## src/rtl/arp_cache_pkg.sv

```systemverilog
// Shared types and constants for the ARP cache: FSM state enums, reserved IPs, table entry.
package arp_pkg;

  typedef enum logic [1:0] {
    W_IDLE,
    W_ADDR,
    W_DATA,
    W_RESP
  } state_w;

  typedef enum logic [2:0] {
    L_IDLE,
    L_COMPARE,
    L_QUERY,
    L_WAIT,
    L_RECHECK,
    L_RESULT
  } state_l;

  localparam logic [31:0] IP_BROADCAST = 32'hFFFF_FFFF;
  localparam logic [31:0] IP_NULL      = 32'h0000_0000;

  typedef struct packed {
    logic        valid;
    logic [31:0] ip;
    logic [47:0] mac;
  } entry_t;

  // Null and broadcast addresses are never stored and never resolved.
  function automatic logic ip_is_reserved(input logic [31:0] ip);
    return (ip == IP_NULL) || (ip == IP_BROADCAST);
  endfunction

endpackage

```

## src/rtl/arp_cache_if.sv

```systemverilog
// Bundle of the ARP cache write channel, lookup channel and ARP query trigger.
interface arp_cache_if;
  logic [31:0] arp_write_ip_in;
  logic        arp_write_valid_in;
  logic        arp_write_ready_out;
  logic [47:0] arp_store_mac_in;
  logic        arp_store_valid_in;
  logic        arp_store_ready_out;
  logic        arp_bvalid_in;
  logic        arp_bready_out;
  logic [31:0] lookup_ip_in;
  logic        lookup_valid_in;
  logic        lookup_ready_out;
  logic [47:0] lookup_mac_out;
  logic        lookup_hit_out;
  logic        lookup_rvalid_out;
  logic        lookup_rready_in;
  logic        trig_arp_qvalid_out;
  logic [31:0] trig_arp_ip_out;
  logic        trig_arp_qready_in;

  modport slave (
    input  arp_write_ip_in, arp_write_valid_in, arp_store_mac_in, arp_store_valid_in,
    input  arp_bvalid_in, lookup_ip_in, lookup_valid_in, lookup_rready_in, trig_arp_qready_in,
    output arp_write_ready_out, arp_store_ready_out, arp_bready_out, lookup_ready_out,
    output lookup_mac_out, lookup_hit_out, lookup_rvalid_out, trig_arp_qvalid_out, trig_arp_ip_out
  );

  modport master (
    output arp_write_ip_in, arp_write_valid_in, arp_store_mac_in, arp_store_valid_in,
    output arp_bvalid_in, lookup_ip_in, lookup_valid_in, lookup_rready_in, trig_arp_qready_in,
    input  arp_write_ready_out, arp_store_ready_out, arp_bready_out, lookup_ready_out,
    input  lookup_mac_out, lookup_hit_out, lookup_rvalid_out, trig_arp_qvalid_out, trig_arp_ip_out
  );
endinterface

```

## src/rtl/arp_cache_table.sv

```systemverilog
// IP->MAC entry storage with parallel match and free/round-robin slot selection.
// Optional entry aging is enabled by defining ARP_CACHE_AGING_EN.
import arp_pkg::*;

module arp_cache_table #(
  parameter int unsigned DEPTH     = 8,
  parameter logic [31:0] AGE_LIMIT = 32'd125_000_000,
  localparam int unsigned IW       = (DEPTH > 1) ? $clog2(DEPTH) : 1
) (
  input  logic          clk_i,
  input  logic          rst_n_i,
  input  logic          wr_en_i,
  input  logic [31:0]   wr_ip_i,
  input  logic [47:0]   wr_mac_i,
  input  logic [31:0]   rd_ip_i,
  output logic          hit_o,
  output logic [IW-1:0] idx_o,
  output logic [47:0]   mac_o
);

  if (DEPTH < 2 || DEPTH > 64 || (DEPTH & (DEPTH - 1)) != 0 || AGE_LIMIT == 32'd0) begin : g_bad_cfg
    $error("arp_cache_table: DEPTH must be a power of two in 2..64 and AGE_LIMIT nonzero");
  end

  entry_t        ent_q [DEPTH];
  logic [IW-1:0] ptr_q;

  logic          rd_hit;
  logic [IW-1:0] rd_idx;
  logic [47:0]   rd_mac;
  logic          upd_hit;
  logic [IW-1:0] upd_idx;
  logic          free_hit;
  logic [IW-1:0] free_idx;
  logic [IW-1:0] slot;
  logic          do_commit;

  always_comb begin
    rd_hit   = 1'b0;
    rd_idx   = '0;
    rd_mac   = '0;
    upd_hit  = 1'b0;
    upd_idx  = '0;
    free_hit = 1'b0;
    free_idx = '0;
    for (int unsigned i = 0; i < DEPTH; i++) begin
      if (ent_q[i].valid && ent_q[i].ip == rd_ip_i && !rd_hit) begin
        rd_hit = 1'b1;
        rd_idx = IW'(i);
        rd_mac = ent_q[i].mac;
      end
      if (ent_q[i].valid && ent_q[i].ip == wr_ip_i && !upd_hit) begin
        upd_hit = 1'b1;
        upd_idx = IW'(i);
      end
      if (!ent_q[i].valid && !free_hit) begin
        free_hit = 1'b1;
        free_idx = IW'(i);
      end
    end
    slot      = upd_hit ? upd_idx : (free_hit ? free_idx : ptr_q);
    do_commit = wr_en_i && !ip_is_reserved(wr_ip_i);
  end

  assign hit_o = rd_hit;
  assign idx_o = rd_idx;
  assign mac_o = rd_mac;

`ifdef ARP_CACHE_AGING_EN
  logic [31:0] age_q [DEPTH];

  // Expiry is written first so a same-cycle commit to that slot overrides it.
  always_ff @(posedge clk_i) begin
    if (!rst_n_i) begin
      for (int unsigned i = 0; i < DEPTH; i++) begin
        ent_q[i] <= '0;
        age_q[i] <= '0;
      end
      ptr_q <= '0;
    end else begin
      for (int unsigned i = 0; i < DEPTH; i++) begin
        if (ent_q[i].valid) begin
          if (age_q[i] == AGE_LIMIT - 32'd1) begin
            ent_q[i].valid <= 1'b0;
            age_q[i]       <= '0;
          end else begin
            age_q[i] <= age_q[i] + 32'd1;
          end
        end
      end
      if (do_commit) begin
        ent_q[slot] <= '{valid: 1'b1, ip: wr_ip_i, mac: wr_mac_i};
        age_q[slot] <= '0;
        if (!upd_hit && !free_hit) ptr_q <= ptr_q + 1'b1;
      end
    end
  end
`else
  always_ff @(posedge clk_i) begin
    if (!rst_n_i) begin
      for (int unsigned i = 0; i < DEPTH; i++) begin
        ent_q[i] <= '0;
      end
      ptr_q <= '0;
    end else if (do_commit) begin
      ent_q[slot] <= '{valid: 1'b1, ip: wr_ip_i, mac: wr_mac_i};
      if (!upd_hit && !free_hit) ptr_q <= ptr_q + 1'b1;
    end
  end
`endif

endmodule

```

## src/rtl/arp_cache.sv

```systemverilog
// ARP cache: write-channel responder, IP->MAC lookup with ARP query on miss and timeout.
// Define ARP_CACHE_AGING_EN to expire entries after AGE_LIMIT cycles.
import arp_pkg::*;

module arp_cache #(
  parameter int unsigned DEPTH         = 8,
  parameter logic [15:0] QUERY_TIMEOUT = 16'd50000,
  parameter logic [31:0] AGE_LIMIT     = 32'd125_000_000
) (
  input logic        logic_clk,
  input logic        logic_rst_n,
  arp_cache_if.slave bus
);

  localparam int unsigned IW = (DEPTH > 1) ? $clog2(DEPTH) : 1;

  state_w      w_state_q, w_state_d;
  logic [31:0] w_ip_q, w_ip_d;
  logic        w_ready_q, s_ready_q, b_ready_q;
  logic        commit;
  logic        bresp_hs;

  state_l      l_state_q, l_state_d;
  logic [31:0] l_ip_q, l_ip_d;
  logic [15:0] cnt_q, cnt_d;
  logic        l_ready_q, rvalid_q, qvalid_q;
  logic        hit_q, hit_d;
  logic [47:0] mac_q, mac_d;
  logic [31:0] qip_q;

  logic          tbl_hit;
  logic [IW-1:0] tbl_idx;
  logic [47:0]   tbl_mac;
  logic          unused_idx;

  assign bresp_hs   = bus.arp_bvalid_in & b_ready_q;
  assign unused_idx = ^tbl_idx;

  arp_cache_table #(
    .DEPTH    (DEPTH),
    .AGE_LIMIT(AGE_LIMIT)
  ) u_table (
    .clk_i   (logic_clk),
    .rst_n_i (logic_rst_n),
    .wr_en_i (commit),
    .wr_ip_i (w_ip_q),
    .wr_mac_i(bus.arp_store_mac_in),
    .rd_ip_i (l_ip_q),
    .hit_o   (tbl_hit),
    .idx_o   (tbl_idx),
    .mac_o   (tbl_mac)
  );

  always_comb begin
    w_state_d = w_state_q;
    w_ip_d    = w_ip_q;
    commit    = 1'b0;
    unique case (w_state_q)
      W_IDLE: begin
        if (bus.arp_write_valid_in && w_ready_q) begin
          w_ip_d    = bus.arp_write_ip_in;
          w_state_d = W_DATA;
        end
      end
      W_DATA: begin
        if (bus.arp_store_valid_in && s_ready_q) begin
          commit    = 1'b1;
          w_state_d = W_RESP;
        end
      end
      W_RESP: begin
        if (bresp_hs) w_state_d = W_IDLE;
      end
      default: w_state_d = W_IDLE;
    endcase
  end

  // Readies are registered from the next state so each is high exactly in its own state.
  always_ff @(posedge logic_clk) begin
    if (!logic_rst_n) begin
      w_state_q <= W_IDLE;
      w_ip_q    <= '0;
      w_ready_q <= 1'b0;
      s_ready_q <= 1'b0;
      b_ready_q <= 1'b0;
    end else begin
      w_state_q <= w_state_d;
      w_ip_q    <= w_ip_d;
      w_ready_q <= (w_state_d == W_IDLE);
      s_ready_q <= (w_state_d == W_DATA);
      b_ready_q <= (w_state_d == W_RESP);
    end
  end

  always_comb begin
    l_state_d = l_state_q;
    l_ip_d    = l_ip_q;
    cnt_d     = cnt_q;
    hit_d     = hit_q;
    mac_d     = mac_q;
    unique case (l_state_q)
      L_IDLE: begin
        if (bus.lookup_valid_in && l_ready_q) begin
          l_ip_d    = bus.lookup_ip_in;
          l_state_d = L_COMPARE;
        end
      end
      L_COMPARE: begin
        if (ip_is_reserved(l_ip_q)) begin
          hit_d     = 1'b0;
          mac_d     = '0;
          l_state_d = L_RESULT;
        end else if (tbl_hit) begin
          hit_d     = 1'b1;
          mac_d     = tbl_mac;
          l_state_d = L_RESULT;
        end else begin
          cnt_d     = '0;
          l_state_d = L_QUERY;
        end
      end
      L_QUERY: begin
        cnt_d = cnt_q + 16'd1;
        if (cnt_q == QUERY_TIMEOUT - 16'd1) begin
          hit_d     = 1'b0;
          mac_d     = '0;
          l_state_d = L_RESULT;
        end else if (bus.trig_arp_qready_in) begin
          l_state_d = bresp_hs ? L_RECHECK : L_WAIT;
        end
      end
      L_WAIT: begin
        cnt_d = cnt_q + 16'd1;
        if (cnt_q == QUERY_TIMEOUT - 16'd1) begin
          hit_d     = 1'b0;
          mac_d     = '0;
          l_state_d = L_RESULT;
        end else if (bresp_hs) begin
          l_state_d = L_RECHECK;
        end
      end
      L_RECHECK: begin
        hit_d     = tbl_hit;
        mac_d     = tbl_hit ? tbl_mac : '0;
        l_state_d = L_RESULT;
      end
      L_RESULT: begin
        if (bus.lookup_rready_in && rvalid_q) begin
          hit_d     = 1'b0;
          mac_d     = '0;
          l_state_d = L_IDLE;
        end
      end
      default: l_state_d = L_IDLE;
    endcase
  end

  always_ff @(posedge logic_clk) begin
    if (!logic_rst_n) begin
      l_state_q <= L_IDLE;
      l_ip_q    <= '0;
      cnt_q     <= '0;
      l_ready_q <= 1'b0;
      rvalid_q  <= 1'b0;
      qvalid_q  <= 1'b0;
      qip_q     <= '0;
      hit_q     <= 1'b0;
      mac_q     <= '0;
    end else begin
      l_state_q <= l_state_d;
      l_ip_q    <= l_ip_d;
      cnt_q     <= cnt_d;
      l_ready_q <= (l_state_d == L_IDLE);
      rvalid_q  <= (l_state_d == L_RESULT);
      qvalid_q  <= (l_state_d == L_QUERY);
      qip_q     <= (l_state_d == L_QUERY) ? l_ip_d : '0;
      hit_q     <= hit_d;
      mac_q     <= mac_d;
    end
  end

  assign bus.arp_write_ready_out = w_ready_q;
  assign bus.arp_store_ready_out = s_ready_q;
  assign bus.arp_bready_out      = b_ready_q;
  assign bus.lookup_ready_out    = l_ready_q;
  assign bus.lookup_rvalid_out   = rvalid_q;
  assign bus.lookup_hit_out      = hit_q;
  assign bus.lookup_mac_out      = mac_q;
  assign bus.trig_arp_qvalid_out = qvalid_q;
  assign bus.trig_arp_ip_out     = qip_q;

endmodule

```

## src/flat_wrapper.sv

```systemverilog
// flat-port wrapper written by rule: the top's interface ports become plain ports
module arp_cache_flat 
#(
  parameter int unsigned DEPTH         = 8,
  parameter logic [15:0] QUERY_TIMEOUT = 16'd50000,
  parameter logic [31:0] AGE_LIMIT     = 32'd125_000_000
)
  (logic_clk, logic_rst_n, bus_arp_write_ip_in, bus_arp_write_valid_in, bus_arp_store_mac_in, bus_arp_store_valid_in, bus_arp_bvalid_in, bus_lookup_ip_in, bus_lookup_valid_in, bus_lookup_rready_in, bus_trig_arp_qready_in, bus_arp_write_ready_out, bus_arp_store_ready_out, bus_arp_bready_out, bus_lookup_ready_out, bus_lookup_mac_out, bus_lookup_hit_out, bus_lookup_rvalid_out, bus_trig_arp_qvalid_out, bus_trig_arp_ip_out);
  arp_cache_if bus_i ();
  input logic logic_clk;
  input logic logic_rst_n;
  input wire logic [$bits(bus_i.arp_write_ip_in)-1:0] bus_arp_write_ip_in;
  input wire logic [$bits(bus_i.arp_write_valid_in)-1:0] bus_arp_write_valid_in;
  input wire logic [$bits(bus_i.arp_store_mac_in)-1:0] bus_arp_store_mac_in;
  input wire logic [$bits(bus_i.arp_store_valid_in)-1:0] bus_arp_store_valid_in;
  input wire logic [$bits(bus_i.arp_bvalid_in)-1:0] bus_arp_bvalid_in;
  input wire logic [$bits(bus_i.lookup_ip_in)-1:0] bus_lookup_ip_in;
  input wire logic [$bits(bus_i.lookup_valid_in)-1:0] bus_lookup_valid_in;
  input wire logic [$bits(bus_i.lookup_rready_in)-1:0] bus_lookup_rready_in;
  input wire logic [$bits(bus_i.trig_arp_qready_in)-1:0] bus_trig_arp_qready_in;
  output wire logic [$bits(bus_i.arp_write_ready_out)-1:0] bus_arp_write_ready_out;
  output wire logic [$bits(bus_i.arp_store_ready_out)-1:0] bus_arp_store_ready_out;
  output wire logic [$bits(bus_i.arp_bready_out)-1:0] bus_arp_bready_out;
  output wire logic [$bits(bus_i.lookup_ready_out)-1:0] bus_lookup_ready_out;
  output wire logic [$bits(bus_i.lookup_mac_out)-1:0] bus_lookup_mac_out;
  output wire logic [$bits(bus_i.lookup_hit_out)-1:0] bus_lookup_hit_out;
  output wire logic [$bits(bus_i.lookup_rvalid_out)-1:0] bus_lookup_rvalid_out;
  output wire logic [$bits(bus_i.trig_arp_qvalid_out)-1:0] bus_trig_arp_qvalid_out;
  output wire logic [$bits(bus_i.trig_arp_ip_out)-1:0] bus_trig_arp_ip_out;
  assign bus_i.arp_write_ip_in = bus_arp_write_ip_in;
  assign bus_i.arp_write_valid_in = bus_arp_write_valid_in;
  assign bus_i.arp_store_mac_in = bus_arp_store_mac_in;
  assign bus_i.arp_store_valid_in = bus_arp_store_valid_in;
  assign bus_i.arp_bvalid_in = bus_arp_bvalid_in;
  assign bus_i.lookup_ip_in = bus_lookup_ip_in;
  assign bus_i.lookup_valid_in = bus_lookup_valid_in;
  assign bus_i.lookup_rready_in = bus_lookup_rready_in;
  assign bus_i.trig_arp_qready_in = bus_trig_arp_qready_in;
  assign bus_arp_write_ready_out = bus_i.arp_write_ready_out;
  assign bus_arp_store_ready_out = bus_i.arp_store_ready_out;
  assign bus_arp_bready_out = bus_i.arp_bready_out;
  assign bus_lookup_ready_out = bus_i.lookup_ready_out;
  assign bus_lookup_mac_out = bus_i.lookup_mac_out;
  assign bus_lookup_hit_out = bus_i.lookup_hit_out;
  assign bus_lookup_rvalid_out = bus_i.lookup_rvalid_out;
  assign bus_trig_arp_qvalid_out = bus_i.trig_arp_qvalid_out;
  assign bus_trig_arp_ip_out = bus_i.trig_arp_ip_out;
  arp_cache #(.DEPTH(DEPTH), .QUERY_TIMEOUT(QUERY_TIMEOUT), .AGE_LIMIT(AGE_LIMIT)) u_core (.logic_clk(logic_clk), .logic_rst_n(logic_rst_n), .bus(bus_i));
endmodule
```

## config.mk

```make
export PLATFORM = sky130hd
export DESIGN_NAME = arp_cache_flat
export DESIGN_NICKNAME = d
export VERILOG_FILES = /design/src/rtl/arp_cache_pkg.sv /design/src/rtl/arp_cache_if.sv /design/src/rtl/arp_cache_table.sv /design/src/rtl/arp_cache.sv /design/src/flat_wrapper.sv
export SDC_FILE = /design/constraint.sdc
export NUM_CORES = 2
export LEC_CHECK = 0
export ABC_CLOCK_PERIOD_IN_PS = 10700
export CELL_PAD_IN_SITES_DETAIL_PLACEMENT = 1
export CELL_PAD_IN_SITES_GLOBAL_PLACEMENT = 1
export CORE_MARGIN = 2
export CORE_UTILIZATION = 49
export CTS_BUF_LIST = sky130_fd_sc_hd__clkbuf_16
export DETAILED_ROUTE_END_ITERATION = 8
export PLACE_DENSITY = 0.79
export SYNTH_ARGS = -nofsm -noshare
export SYNTH_HDL_FRONTEND = slang
export SYNTH_HIERARCHICAL = 1
export SYNTH_SLANG_ARGS = --single-unit
```

## constraint.sdc

```tcl
create_clock -name logic_clk -period 10.7 [get_ports logic_clk]
set_input_delay 1.605 -clock logic_clk [delete_from_list [all_inputs] [get_ports logic_clk]]
set_output_delay 1.605 -clock logic_clk [all_outputs]
set_load 0.05 [all_outputs]
```

==> metrics <==
CP cell instances buf_4 -> xor2_1 -> nor4_1 -> nand3_1 -> or4_1 -> o21ai_0 -> a21boi_0 -> o211ai_4 -> buf_4 -> and3_2 -> buf_4 -> nand2b_4 -> buf_4; vias in the first global route 31800; Routed Antenna Nets 0; WL final 144000 um; Skew-Pair Late Insertion Delay 0.68 ns; skew final 0.0324 ns; clock transition at the registers of the reported paths 0.06 ns; # IOs 207; Clock Path Buffers 3; Worst slew margin 1.93%; setup TNS 0 ns; dpl cells 4677; drt wl/cell 29.6 um; critical path arrival 6.42 ns; Hold Violations, Final 0; initial antenna violation count 4; Core Util, Final 56.9%; Nets 3820; share of layout cells above drive strength 1 7.32%; CTS buffer count 89; met1 Usage GRT 43.1%; final cycle utilization of the critical path 57.5%; final setup fails 0; 1st-iter DRT viols 3220; Vert. Die Dim 293 um; vias 30600; commonest non-fill, non-tap cell in the layout edfxtp_1; num rows 105; Post-Syn Nets 3721; critical path type register to register; most frequent cells in the layout 640 x edfxtp_1, 561 x and2_1, 298 x xor2_1; clk sink count 823; largest net degree at the start of global routing 94; P_leak 17.9 nW; core area 82400 um^2; RSZ-0062 raised after global routing no; Hold Crit Class register to register; status finished, final reports clean; Yosys Warn Count 6; Worst setup EP type register; Critical Path RT 10.97 ns; grt total ovfl 0; Post-CTS Resized 0; area delta synth->final 14.5%; cts hold-fix bufs 0; Detailed Place HPWL 84100 um; Starting Density 49.6%; Vias/cell 6.32; DRC 0; Top Usage Layer GRT met2; synthesized area 40900 um^2; total track usage 33.0%; H-tree Lvls 3; GR Util met2 54.8%; Max IR drop VDD 0.130 mV; total of max-cap violations 0; M3 GR Usage 5.48%; post-CTS setup buffers 0; synthesized instance count 3599; CP Launch Type register; clock root buffer clkbuf_16; worst-margin pin slew 1.46 ns; CP max-delay cell buf_4; largest stage delay on the critical path 0.85 ns; chip width 293 um; drt first pass iters 5; CTS tree built; Final Wtd Congestion 0.950; port buffer count 206; PwrDens 166 nW/um^2; Max Slew Vio Count 0; die area 85800 um^2; most frequent CP cell buf_4; first-pass GRT wire length 210000 um; Max Freq 163 MHz; CP max FO 82; Final Critical Period 6.15 ns; fin cells 4842; Syn Area/Cell 11.4 um^2
-- state kept, by name (all words and copies together), names as in the netlist, 2 cells and up --
name and count:
u_core/u_table/ent_q 648, u_core/bus.lookup_mac_out 48, u_core/bus.trig_arp_ip_out 32, u_core/l_ip_q 32
u_core/w_ip_q 32, u_core/cnt_q 16, u_core/l_state_q 3, u_core/u_table/ptr_q 3
u_core/w_state_q 2
-- cell type report --
type                    count  area, um^2
clock buffers              89        2230
flip-flops and latches    823       22900
fillers                  8411       35500
inverters                  97         365
well taps                1070        1340
multi-input cells        2377       16500
clock inverters            74         687
repair buffers            310        2840
diodes                      2        5.00
-- power breakdown --
part	leakage [nW]	internal [mW]	total [mW]	switching [mW]
Clock	1.51	1.75	3.11	1.37
Combinational	8.58	0.308	0.989	0.681
Sequential	7.82	3.58	3.68	0.106
Total	17.9	5.63	7.78	2.15
-- metrics by stage --
stage / instance area [um^2] / hold WS [ns] / setup slack, ns / power, mW
5_1_grt: 46800 / 0.480 / 4.49 / 7.98
3_3_place_gp: 43900 / 0.448 / 4.79 / 4.68
4_1_cts: 46800 / 0.468 / 4.80 / 7.77
6_report: 46800 / 0.466 / 4.55 / 7.78
3_5_place_dp: 43900 / 0.457 / 4.78 / 4.70
2_1_floorplan: 40900 / 0.433 / 1.88 / 4.30
-- metal layers --
| layer | part of all wire [%] | up-vias |
|---|---|---|
| li1 | - | 13000 |
| met1 | 39 | 15700 |
| met2 | 48 | 1600 |
| met3 | 9.0 | 347 |
| met4 | 4.1 | 0 |
| met5 | 0 | - |
-- worst paths after layout --
path	start	endpoint	slack [ns]	cells past startpoint
worst max register to register	u_core/w_ip_q[19]$_SDFFE_PN0P_	u_core/u_table/ent_q[2][52]$_DFFE_PP_	4.55	13
worst min register to register	u_core/bus.lookup_mac_out[21]$_SDFFE_PN0P_	u_core/bus.lookup_mac_out[21]$_SDFFE_PN0P_	0.47	1
worst min-delay path	u_core/bus.lookup_mac_out[21]$_SDFFE_PN0P_	u_core/bus.lookup_mac_out[21]$_SDFFE_PN0P_	0.47	1
worst max-delay path	u_core/w_ip_q[19]$_SDFFE_PN0P_	u_core/u_table/ent_q[2][52]$_DFFE_PP_	4.55	13
-- critical path, delay by kind of cell, from the launching register on --
kind            cells  cell delay, ns
buf+inv             4            2.35
simple gates        5            1.87
flops               1            0.61
compound gates      3            0.53
xor+xnor            1            0.15
Power figures use the tool's default switching activity.
